<file path="src/rtl/pio_fifo_host.sv">
// Host-side endpoint for the PIO state machine's TX/RX FIFO pair: valid/ready write and read
// channels, RX flush sequencing and sticky stall flags. Optional counters: PIO_FIFO_HOST_STATS_EN.
module pio_fifo_host #(
  parameter int WIDTH   = 32,
  parameter int DEPTH   = 4,
  parameter int COUNT_W = 3
) (
  input  logic               clk,
  input  logic               rst,
  input  logic               wr_valid,
  output logic               wr_ready,
  input  logic [WIDTH-1:0]   wr_data,
  output logic               rd_valid,
  input  logic               rd_ready,
  output logic [WIDTH-1:0]   rd_data,
  input  logic               flush,
  input  logic               clr_flags,
  output logic               tx_push_en,
  output logic [WIDTH-1:0]   tx_data,
  input  logic [COUNT_W-1:0] tx_count,
  output logic               rx_pop_en,
  input  logic [WIDTH-1:0]   rx_data,
  input  logic [COUNT_W-1:0] rx_count,
  output logic               flushing,
  output logic               tx_stall,
  output logic               rx_stall
`ifdef PIO_FIFO_HOST_STATS_EN
  ,
  output logic [15:0]        tx_words,
  output logic [15:0]        rx_words
`endif
);

  localparam logic [COUNT_W-1:0] DEPTH_C = COUNT_W'(DEPTH);

  typedef enum logic {IDLE, FLUSH} state_t;

  state_t           state_reg, state_next;
  logic [WIDTH-1:0] wbuf_reg;
  logic             wbuf_v_reg;
  logic             rx_nonempty;
  logic             wr_accept;

  assign rx_nonempty = (rx_count != '0);

  // Write side: a single holding register in front of the TX push port.
  assign tx_push_en = wbuf_v_reg && (tx_count < DEPTH_C);
  assign tx_data    = wbuf_reg;
  assign wr_ready   = !rst && (!wbuf_v_reg || tx_push_en);
  assign wr_accept  = wr_valid && wr_ready;

  always_ff @(posedge clk or posedge rst) begin
    if (rst) begin
      wbuf_reg   <= '0;
      wbuf_v_reg <= 1'b0;
    end else if (wr_accept) begin
      wbuf_reg   <= wr_data;
      wbuf_v_reg <= 1'b1;
    end else if (tx_push_en) begin
      wbuf_v_reg <= 1'b0;
    end
  end

  always_comb begin
    state_next = state_reg;
    rx_pop_en  = 1'b0;
    flushing   = 1'b0;
    case (state_reg)
      IDLE: begin
        rx_pop_en = rx_nonempty && (!rd_valid || rd_ready);
        if (flush) state_next = FLUSH;
      end
      FLUSH: begin
        rx_pop_en = rx_nonempty;
        flushing  = 1'b1;
        if (!rx_nonempty) state_next = IDLE;
      end
      default: state_next = IDLE;
    endcase
  end

  always_ff @(posedge clk or posedge rst) begin
    if (rst) state_reg <= IDLE;
    else     state_reg <= state_next;
  end

  // Output register; a flush request overrides any pop or drain decided in the same cycle.
  always_ff @(posedge clk or posedge rst) begin
    if (rst) begin
      rd_valid <= 1'b0;
      rd_data  <= '0;
    end else if (state_reg == FLUSH || flush) begin
      rd_valid <= 1'b0;
    end else if (rx_pop_en) begin
      rd_valid <= 1'b1;
      rd_data  <= rx_data;
    end else if (rd_valid && rd_ready) begin
      rd_valid <= 1'b0;
    end
  end

  always_ff @(posedge clk or posedge rst) begin
    if (rst) begin
      tx_stall <= 1'b0;
      rx_stall <= 1'b0;
    end else begin
      if (wr_valid && !wr_ready) tx_stall <= 1'b1;
      else if (clr_flags)        tx_stall <= 1'b0;
      if (rx_count == DEPTH_C)   rx_stall <= 1'b1;
      else if (clr_flags)        rx_stall <= 1'b0;
    end
  end

`ifdef PIO_FIFO_HOST_STATS_EN
  always_ff @(posedge clk or posedge rst) begin
    if (rst) begin
      tx_words <= '0;
      rx_words <= '0;
    end else if (clr_flags) begin
      tx_words <= '0;
      rx_words <= '0;
    end else begin
      if (tx_push_en && tx_words != 16'hFFFF)           tx_words <= tx_words + 16'd1;
      if (rd_valid && rd_ready && rx_words != 16'hFFFF) rx_words <= rx_words + 16'd1;
    end
  end
`endif

endmodule
</file>
<file path="config.mk">
export PLATFORM = sky130hd
export DESIGN_NAME = pio_fifo_host
export DESIGN_NICKNAME = d
export VERILOG_FILES = /design/src/rtl/pio_fifo_host.sv
export SDC_FILE = /design/constraint.sdc
export NUM_CORES = 1
export LEC_CHECK = 0
export BUFFER_PORTS_ARGS = -buffer_cell sky130_fd_sc_hd__buf_2
export CAP_MARGIN = 20
export CORE_ASPECT_RATIO = 1.2
export CORE_MARGIN = 3
export CORE_UTILIZATION = 30
export CTS_BUF_LIST = sky130_fd_sc_hd__clkbuf_8 sky130_fd_sc_hd__clkbuf_16
export CTS_CLUSTER_DIAMETER = 200
export CTS_CLUSTER_SIZE = 40
export DETAILED_ROUTE_END_ITERATION = 10
export HOLD_SLACK_MARGIN = 0.05
export PLACE_DENSITY = 0.55
export REMOVE_ABC_BUFFERS = 1
export SKIP_CTS_REPAIR_TIMING = 1
export SYNTH_ARGS = -nofsm -noshare
export SYNTH_HDL_FRONTEND = slang
export SYNTH_SLANG_ARGS = --single-unit
</file>
<file path="constraint.sdc">
create_clock -name clk -period 2 [get_ports clk]
set_input_delay 0.1 -clock clk [delete_from_list [all_inputs] [get_ports clk]]
set_output_delay 0.1 -clock clk [all_outputs]
set_load 0.02 [all_outputs]
</file>
==> After elaboration in Yosys (flattened, before gate mapping) <==
Index checks and enable logic that the tools add are counted.
{ "op_classes": {"order_cmp": 1, "n_eq_ne": 1, "muxes": 13, "bitwise": 2, "n_reduce_logical": 19} }
{ "ops": {"columns": ["operator", "n"], "rows": [
  ["2-to-1 mux 1 bit", 11],
  ["logical AND 1 bit", 6],
  ["nonzero test 2 bit", 3],
  ["nonzero test 3 bit", 2],
  ["zero test 1 bit", 4],
  ["case mux 1 bit (2 select lines)", 2],
  ["equality test 3 bit (second input constant)", 1],
  ["logical OR 1 bit", 3],
  ["< comparator 3 bit (second input constant)", 1],
  ["inverter 1 bit", 2],
  ["AND reduction 2 bit", 1]
]} }
{ "word_totals": {"regBits": 69, "input_bits": 76, "wordCells": 43} }

==> Depth between registers and ports, before layout <==
{ "logic_depth": {"ltp_word": 7, "ltp_mapped": 4} }

==> Worst setup path after synthesis <==
No wires, ideal clock.
{ "synth_path": {"kind": "reg-to-reg", "start": "register wbuf_v_reg", "end": "register wbuf_reg[10] (netlist: tx_data[10])", "setup_ns": 0.125, "arrival_ns": 1.310, "required_time_ns": 1.875, "setup_slack_ns": 0.565, "stages_incl_launch_ff": 5, "synth_period_minus_slack_ns": 1.435, "path_cell_list": "dfrtp_1 a21oi_2 nand2_4 buf_6 mux2_4"} }
{ "synth_between": {"elab_chain_cells": 4, "elab_cells_between_ends": 5} }
{ "synth_lines": {"columns": ["item", "line_no", "source"], "rows": [
  ["from (decl)", "40", "logic wbuf_v_reg;"],
  ["from (signal assigned)", "55", "wbuf_v_reg <= 1'b0;"],
  ["from (signal assigned)", "58", "wbuf_v_reg <= 1'b1;"],
  ["from (signal assigned)", "60", "wbuf_v_reg <= 1'b0;"],
  ["zero test 1 bit / logical AND 1 bit (equally long branches)", "49, 47", null],
  ["logical OR 1 bit (*)", "49", "assign wr_ready = !rst && (!wbuf_v_reg || tx_push_en);"],
  ["logical AND 1 bit (*)", "49", null],
  ["via wr_ready", "11", "output logic wr_ready,"],
  ["logical AND 1 bit (*)", "50", "assign wr_accept = wr_valid && wr_ready;"],
  ["to (signal assigned)", "57", "wbuf_reg <= wr_data;"],
  ["to (decl)", "39", "logic [WIDTH-1:0] wbuf_reg;"]
]} }
The timed path passes the listed nets; every way through them passes the cells marked *.
A chain may end at the register's enable or synchronous reset.

==> Worst setup path in the final report <==
{ "layout_path": {"start": "register rd_valid", "end": "register rd_data[31]"} }
{ "layout_between": {"elab_chain_cells": 5} }
{ "layout_lines": {"columns": ["item", "line_no", "source"], "rows": [
  ["from (decl)", "13", "output logic rd_valid,"],
  ["from (signal assigned)", "90", "rd_valid <= 1'b0;"],
  ["from (signal assigned)", "93", "rd_valid <= 1'b0;"],
  ["from (signal assigned)", "95", "rd_valid <= 1'b1;"],
  ["zero test 1 bit", "70", "rx_pop_en = rx_nonempty && (!rd_valid || rd_ready);"],
  ["logical OR 1 bit", "70", null],
  ["logical AND 1 bit", "70", null],
  ["case mux 1 bit (2 select lines)", "68", "case (state_reg)"],
  ["AND reduction 2 bit (no source line)", null, null],
  ["to (signal assigned)", "96", "rd_data <= rx_data;"],
  ["to (decl)", "15", "output logic [WIDTH-1:0] rd_data,"]
]} }
Every way passes these cells.

==> out/metrics.csv <==
stage;metric;value;unit
sta;setup_tns;0;ns
sta;setup_viol;0;
setup_path;path_max_fanout;12;
synth;synth_edf_count;0;
synth;yosys-top-cells-count;dfrtp_1, mux2_4, mux2_2;
placement;port_buffers;144;
cells_and_area;syn_to_final_growth;57.6;%
clock_tree;clkTransAtPathRegs;0.07;ns
detailed_routing;wl_per_cell;13.6;um
synth;synth.yosys.seq_area_share;59.4;%
power;vdd.ir_drop.worst;0.375;mV
setup_path;critPathRequiredTime;2.22;ns
clock_tree;cts_buffers;9;
placement;dp_hpwl;4280;um
global_route;grt_pass1_vias;1897;
synth;synthTopCellsByArea;dfrtp_1, mux2_4, buf_12;
floorplanning;ios;147;
detailed_routing;drc_errors;0;
clock_tree;cts_buffer_depth;2;
cells_and_area;diodes;0;
power;powerDensity;962;mW/mm2
setup_path;critPathKind;register to register;
floorplanning;die_y;114;um
synth;netlist_instances;160;
setup_path;ff2ff_path_depth;4;
detailed_routing;dr_total_vias;2097;
sta;finClkSkew;0.00757;ns
sta;tightest_slew;0.607;ns
sta;slew_headroom;59.6;%
worst_hold_path;hold_class;primary input to register;
worst_hold_path;min_path_cells;3;
clock_tree;cts_htree_levels;3;
placement;dp_cells;422;
global_route;grt_max_degree;70;
cells_and_area;drive_gt1_share;60.2;%
sta;report.final.hold_viol_count;0;
setup_path;ff2ff_setup_slack;0.42;ns
sta;finalCriticalPeriod;1.58;ns
synth;yosys_warnings;0;
clock_tree;clk_latency;0.33;ns
cells_and_area;nFillCells;830;
cells_and_area;final_cell_count_no_fill;504;
clock_tree;clockRootBuffer;clkbuf_8;
clock_tree;clock_sinks;69;
floorplanning;row_count;38;
detailed_routing;drtIter0Drc;25;
setup_path;arrival;1.80;ns
synth;synth_top_area_cell;dfrtp_1;
detailed_routing;firstDrtPassIters;4;
sta;slew_violations;0;
synth;yosys_most_used_dff;dfrtp_1;
global_route;antenna_found_initial;0;
clock_tree;cts_tree;yes;
sta;fmax;0.633;GHz
detailed_routing;ant_nets;0;
setup_path;endpoint_kind;register;
floorplanning;dieArea;0.0109;mm2
synth;synth-seq-cells;69;
setup_path;startpoint_type;register;
global_route;grt_overflow;0;
setup_path;path_cells;or2b_1, nand3b_4, buf_4, mux2_2;
floorplanning;core;0.00922;mm2
setup_path;slowest_stage;dfrtp_1;
global_route;grt_pass1_wl;9270;um
floorplanning;initial_core_util;31.5;%
flow_run;max_cap_viol_count;0;
sta;rsz0062_at_grt;no;
synth;synth_cell_types;19;
cells_and_area;fin_nets;458;
synth;ys_async_sr_fraction;100;%
detailed_routing;routed_wl;6850;um
global_route;grt_usage;10.9;%
synth;syn-cell-area;0.00291;mm2
synth;synth_top_area_share;59.4;%
synth;syn_avg_cell_area;18.2;um2
synth;yosysMostFrequentCell;dfrtp_1;
placement;gp_congestion;0.729;
status;status;finished clean;
detailed_routing;detail_route.vias_per_cell;4.16;
sta;fin_crit_sh;79.0;%
power;leakagePower;2.42;nW
setup_path;cpPeakStageDelay;0.35;ns
floorplanning;die_w;95.9;um
-- power by group --
| group | switching, W | total [W] | internal, W |
|---|---|---|---|
| logic | 0.000769 | 0.00157 | 0.000805 |
| clock network | 0.000471 | 0.000927 | 0.000456 |
| registers | 0.000178 | 0.00191 | 0.00173 |
-- final timing paths --
kind | endpoint | startpoint
worst max-delay path | rd_data[31]$_DFFE_PP0P_ | rd_valid$_DFFE_PP0P_
worst min-delay path | state_reg$_DFF_PP0_ | flush
worst max register to register | rd_data[31]$_DFFE_PP0P_ | rd_valid$_DFFE_PP0P_
worst min register to register | tx_data[2]$_DFFE_PP0P_ | tx_data[2]$_DFFE_PP0P_
max in group asynchronous | rd_data[2]$_DFFE_PP0P_ | rst
min in group asynchronous | tx_data[1]$_DFFE_PP0P_ | rst
-- cells by family after synthesis --
family	count (synthesis)	synth area share, %
muxes	64	32.4
and+or+nand+nor	12	3.31
DFF	69	59.4
buffers and inverters	10	3.75
AOI/OAI and AO/OA	5	1.12
-- layout by cell type (no fill, tap or decap), drive strengths merged --
master       synthesis  routed
a21boi               1       1
a21oi                2       2
and2b                1       1
buf                  6     148
clkbuf               0      10
clkinv               0       3
dfrtp               69      69
dlygate4sd3          0      69
inv                  4       4
mux2                64      64
nand2                4       4
nand3b               1       1
nor2                 4       4
nor3                 1       1
o21ai                1       1
o22ai                1       1
or2b                 1       1
-- worst max-delay path, delay by kind of cell, from the launching register on --
kind          cells  cell delay, ns
simple gates      2            0.54
flops             1            0.35
mux               1            0.35
buf+inv           1            0.23
-- metrics by stage --
stage	cell area [um2]	utilization (%)	setup WS [ns]	hold WS, ns	power (W)
3_5_place_dp	3740	40.5	0.425	0.231	0.00340
4_1_cts	3890	42.2	0.418	-0.146	0.00437
6_report	4580	49.7	0.420	0.0666	0.00441
3_3_place_gp	3740	40.5	0.461	0.231	0.00338
5_1_grt	4580	49.7	0.344	0.0602	0.00467
2_1_floorplan	2810	-	0.160	0.207	0.00288
-- routing by layer --
layer	up-vias	routed length (um)	GRT usage [%]
met5	-	0	0
met4	0	76	4.93
met3	8	489	4.35
met2	87	3470	17.3
met1	1005	2820	13.0
li1	997	-	-
-- cell type report --
class                           count  area (um2)  area share (%)
Sequential cell                    69        1730            37.7
Multi-Input combinational cell     81        1070            23.4
Timing Repair Buffer              217        1470            32.0
Inverter                            4        15.0           0.328
Clock buffer                       10         138            3.00
Clock inverter                      3        15.0           0.328
Tap cell                          120         150            3.28
No activity file was read; power rests on OpenSTA's default activity.
